File: src/rtl/seq_worker_if.sv
// Start/done handshake bundle between the stage sequencer (master) and a worker (slave).
// Carries the request operands and the worker's completion, status and result.
interface seq_worker_if #(
    parameter int WIDTH = 8
);
    logic               start;
    logic [WIDTH-1:0]   op_a;
    logic [WIDTH-1:0]   op_b;
    logic               done;
    logic               busy;
    logic [2*WIDTH-1:0] result;
    logic               overrun;

    modport master (
        output start, op_a, op_b,
        input  done, busy, result, overrun
    );

    modport slave (
        input  start, op_a, op_b,
        output done, busy, result, overrun
    );
endinterface

File: src/rtl/seq_worker.sv
// Sequencer-side worker: on a start pulse multiplies op_a*op_b with an iterative
// shift-add loop of exactly WIDTH steps, then pulses done with the product held.
//
// state  | meaning
// IDLE   | waiting for start; result holds the last completed product
// RUN    | one shift-add iteration per clock, WIDTH iterations total
// DONE   | single-cycle done pulse, then back to IDLE unconditionally
module seq_worker #(
    parameter int WIDTH = 8
) (
    input  logic         clk,
    input  logic         reset,
    seq_worker_if.slave  bus
);
    localparam int CW = $clog2(WIDTH + 1);
    localparam int PW = 2 * WIDTH;

    typedef enum logic [1:0] {
        S_IDLE = 2'd0,
        S_RUN  = 2'd1,
        S_DONE = 2'd2
    } state_t;

    state_t           state;
    state_t           state_nxt;
    logic [CW-1:0]    count;
    logic [PW-1:0]    mcand;
    logic [PW-1:0]    acc;
    logic [PW-1:0]    acc_sum;
    logic [PW-1:0]    result_q;
    logic [WIDTH-1:0] mplier;
    logic             overrun_q;
    logic             last_iter;

    always_ff @(posedge clk) begin
        if (reset) begin
            state <= S_IDLE;
        end else begin
            state <= state_nxt;
        end
    end

    always_comb begin
        acc_sum   = mplier[0] ? (acc + mcand) : acc;
        last_iter = (count == CW'(WIDTH - 1));
        state_nxt = state;
        case (state)
            S_IDLE: begin
                if (bus.start) begin
                    state_nxt = S_RUN;
                end
            end
            S_RUN: begin
                if (last_iter) begin
                    state_nxt = S_DONE;
                end
            end
            S_DONE: begin
                state_nxt = S_IDLE;
            end
            default: begin
                state_nxt = S_IDLE;
            end
        endcase
    end

    // Datapath; a start outside IDLE only marks the overrun, never reloads operands.
    always_ff @(posedge clk) begin
        if (reset) begin
            count     <= '0;
            mcand     <= '0;
            mplier    <= '0;
            acc       <= '0;
            result_q  <= '0;
            overrun_q <= 1'b0;
        end else begin
            if (bus.start && (state != S_IDLE)) begin
                overrun_q <= 1'b1;
            end
            case (state)
                S_IDLE: begin
                    if (bus.start) begin
                        mcand  <= PW'(bus.op_a);
                        mplier <= bus.op_b;
                        acc    <= '0;
                        count  <= '0;
                    end
                end
                S_RUN: begin
                    acc    <= acc_sum;
                    mcand  <= mcand << 1;
                    mplier <= mplier >> 1;
                    count  <= count + CW'(1);
                    if (last_iter) begin
                        result_q <= acc_sum;
                    end
                end
                default: begin
                end
            endcase
        end
    end

    assign bus.done    = (state == S_DONE);
    assign bus.busy    = (state != S_IDLE);
    assign bus.result  = result_q;
    assign bus.overrun = overrun_q;
endmodule

File: src/flat_wrapper.sv
// flat-port wrapper written by rule: the top's interface ports become plain ports
module seq_worker_flat 
#(
    parameter int WIDTH = 8
)
  (clk, reset, bus_start, bus_op_a, bus_op_b, bus_done, bus_busy, bus_result, bus_overrun);
  seq_worker_if #(.WIDTH(WIDTH)) bus_i ();
  input  logic clk;
  input  logic reset;
  input wire logic [$bits(bus_i.start)-1:0] bus_start;
  input wire logic [$bits(bus_i.op_a)-1:0] bus_op_a;
  input wire logic [$bits(bus_i.op_b)-1:0] bus_op_b;
  output wire logic [$bits(bus_i.done)-1:0] bus_done;
  output wire logic [$bits(bus_i.busy)-1:0] bus_busy;
  output wire logic [$bits(bus_i.result)-1:0] bus_result;
  output wire logic [$bits(bus_i.overrun)-1:0] bus_overrun;
  assign bus_i.start = bus_start;
  assign bus_i.op_a = bus_op_a;
  assign bus_i.op_b = bus_op_b;
  assign bus_done = bus_i.done;
  assign bus_busy = bus_i.busy;
  assign bus_result = bus_i.result;
  assign bus_overrun = bus_i.overrun;
  seq_worker #(.WIDTH(WIDTH)) u_core (.clk(clk), .reset(reset), .bus(bus_i));
endmodule
File: config.mk
export PLATFORM = sky130hd
export DESIGN_NAME = seq_worker_flat
export DESIGN_NICKNAME = d
export VERILOG_FILES = /design/src/rtl/seq_worker_if.sv /design/src/rtl/seq_worker.sv /design/src/flat_wrapper.sv
export SDC_FILE = /design/constraint.sdc
export NUM_CORES = 1
export LEC_CHECK = 0
export ABC_AREA = 1
export ABC_CLOCK_PERIOD_IN_PS = 2800
export BUFFER_PORTS_ARGS = -buffer_cell sky130_fd_sc_hd__buf_2
export CORE_MARGIN = 1
export CORE_UTILIZATION = 44
export DETAILED_ROUTE_END_ITERATION = 16
export GPL_TIMING_DRIVEN = 0
export PLACE_DENSITY = 0.71
export SYNTH_ARGS = -nofsm -noshare
export SYNTH_HDL_FRONTEND = slang
export SYNTH_SLANG_ARGS = --single-unit
File: constraint.sdc
create_clock -name clk -period 2.8 [get_ports clk]
set_clock_uncertainty 0.05 [all_clocks]
set_input_delay 0.14 -clock clk [delete_from_list [all_inputs] [get_ports clk]]
set_output_delay 0.14 -clock clk [all_outputs]
set_load 0.02 [all_outputs]
==> metrics.yaml <==
status: "completed"
grt_setup_unrepaired: "no"
drtIter0Drc: 170
power.leakage_nw: 2.13
synth_edf_count: 0
ys_dominant_reg_cell: "dfxtp_1"
vias: 3477
fin_cells: 690
whs_ns: 0.0165
grt_pass1_vias: 3320
synth_seq_area_share: 0.348
cp-startpoint: "u_core.acc[0]$_SDFFE_PP0P_"
dieArea_mm2: 0.00860
criticalPathCategory: "flop to flop"
ys_types: 43
routed-wl-met2_um: 4430
arrival_ns: 2.26
yosys.area.top_type_share: 0.348
drtPass1Iterations: 7
top_layer: "met4"
worstSkewPairLatency_ns: 0.34
r2r_start: "u_core.acc[0]$_SDFFE_PP0P_"
multi_input_area_mm2: 0.00189
dp.cells: 668
gp_congestion: 0.864
fillCellCount: 767
cts_tree: "done"
setup_violations: 0
wl_met3_um: 470
h-tree-depth: 3
min_path_type: "input pin to flop"
ios: 38
die_width_um: 92.7
end_kind: "flop"
track_usage: 0.228
total_power_mw: 2.08
overflow: 0
worst_slew_pin_slew_ns: 0.547
startpoint_type: "flop"
antennaDiodeCount: 0
yosysWarnings: 0
antenna_found_initial: 0
cts_max_path_buffers: 2
cts.sinks: 63
cts_setup_buffers: 0
cts_root_buf: "clkbuf_8"
cts_resized: 0
io_buffers: 37
cts-buffers-inserted: 9
yosys.area.top_type: "dfxtp_1"
r2r_slack_ns: 0.73
finalMaxSlewViolations: 0
required_ns: 3.00
synthArstFlopShare: 0
drc_errors: 0
start_util: 0.462
vias_per_cell: 5.04
nets: 619
crit_path_end: "u_core.bus.result[10]$_SDFFE_PP0P_"
timing.final.crit_period_ns: 2.07
syn_to_final_growth_pct: 16.3
period_share: 0.738
postRouteAntennaNets: 0
fmaxAchievable_mhz: 484
r2r_cells: 14
wl_met1_um: 3990
synth_fp_nets: 565
clk_pin_slew_ns: 0.07
synth_area_mm2: 0.00362
yosys-top-cells-area: "dfxtp_1, nand2_1, inv_1"
finalHoldViolCount: 0
num_rows: 32
p_per_area_mw_per_mm2: 493
r2r-end: "u_core.bus.result[10]$_SDFFE_PP0P_"
path_max_fanout: 3
drive_gt1_frac: 0.155
register_area_mm2: 0.00126
die_h_um: 92.7
coreArea_mm2: 0.00785
place_hpwl_um: 6940
cap_violations: 0
grt_first_pass_wirelength_um: 15300
grt_start_max_net_pins: 12
fin_util: 0.537
fin_setup_tns_ns: 0
detail_route.wl_per_cell_um: 13.1
irDropWorstVdd_mv: 0.308
synth_area_per_cell_um2: 6.85
ys_seq_elements: 63
syn-instance-count: 529
slew_headroom: 0.635
drt-total-wl_um: 9050
where the power goes:
part | internal, mW | leakage (nW) | switching, mW
sequential | 0.925 | 0.511 | 0.0229
clock | 0.486 | 0.109 | 0.365
combinational | 0.101 | 1.51 | 0.178
placed cells by master (no fill, tap or decap), types with 4 or more instances in the layout:
cell           count
ha_1              16
dlygate4sd3_1      6
o21ai_2            5
nand2_1          159
o21ai_0           23
clkbuf_8          12
a221oi_1           5
inv_1             81
a22oi_1            4
nand3_1           42
a21oi_1           18
o22ai_2            4
nor2_1            50
buf_2             45
dfxtp_1           63
cells by family after synthesis:
logic type | share of synthesized area
AOI/OAI and AO/OA | 0.137
xor gates and xnor gates | 0.0121
buffers and inverters | 0.129
and+or+nand+nor | 0.313
DFF | 0.348
adders and majority gates | 0.0608
cells in the mapped netlist (3+ instances only):
| library cell | number |
|---|---|
| o21ai_2 | 5 |
| clkbuf_1 | 3 |
| a22oi_1 | 4 |
| nor2_1 | 50 |
| inv_1 | 81 |
| dfxtp_1 | 63 |
| o22ai_2 | 4 |
| nand3_1 | 42 |
| nand2_1 | 159 |
| o21ai_1 | 3 |
| ha_1 | 16 |
| xnor2_1 | 3 |
| a221oi_1 | 5 |
| buf_6 | 3 |
| o21ai_0 | 23 |
| a21oi_1 | 18 |
| a31oi_1 | 3 |
| buf_2 | 8 |
worst max-delay path: stages, from the launching register on:
cell and delay, ns:
dfxtp_1 0.31, ha_1 0.23, fa_1 0.42, nand2_1 0.10
nand2_1 0.06, nand3_1 0.09, nand2_1 0.11, nand2_1 0.10
nand2_1 0.05, nand2_1 0.05, nand3_1 0.07, nand2_1 0.15
nand2_1 0.08, nand2_1 0.06, inv_1 0.03
metrics by stage:
| step | setup WS [ns] | area [um^2] |
|---|---|---|
| 2_1_floorplan | 1.06 | 3620 |
| 3_3_place_gp | 0.788 | 3940 |
| 3_5_place_dp | 0.784 | 3940 |
| 4_1_cts | 0.768 | 4210 |
| 5_1_grt | 0.538 | 4210 |
| 6_report | 0.734 | 4210 |
how the worst min path moves through the flow:
| stage | slack, ns | from | cells after the start | end |
|---|---|---|---|---|
| 2_1_floorplan | 0.23 | bus_start | 2 | u_core.bus.overrun$_SDFFE_PP0P_ |
| 3_3_place_gp | 0.34 | bus_op_a[0] | 3 | u_core.mcand[0]$_SDFFE_PP0P_ |
| 3_5_place_dp | 0.34 | bus_op_a[1] | 3 | u_core.mcand[1]$_SDFFE_PP0P_ |
| 4_1_cts | 0.0003 | bus_op_b[7] | 3 | u_core.mplier[7]$_SDFFE_PP0P_ |
| 5_1_grt | 0.02 | bus_op_b[7] | 3 | u_core.mplier[7]$_SDFFE_PP0P_ |
| 6_report | 0.02 | bus_op_b[7] | 3 | u_core.mplier[7]$_SDFFE_PP0P_ |
timing repair:
item,in CTS,in global routing
endpoints found under the setup margin,0,0
hold buffers,6,0
hold endpoints to repair,6,0
state kept, by name, indices dropped and copies added (netlist names):
name,count
u_core.mcand,16
u_core.bus.overrun,1
u_core.state,2
u_core.count,4
u_core.bus.result,16
u_core.acc,16
u_core.mplier,8
cell type report:
class | count | area share
sequential | 63 | 0.299
clock inverter | 4 | 0.0122
multi-input combinational | 363 | 0.450
inverter | 86 | 0.0802
clock buffer | 12 | 0.0392
buffer | 17 | 0.0306
timing repair buffer | 43 | 0.0582
tap | 102 | 0.0303
layer usage:
metal	vias up	GRT usage
met2	93	0.394
met3	14	0.0550
met5	-	0
met1	1578	0.271
met4	0	0.0923
li1	1792	-
Power figures use the tool's default switching activity.
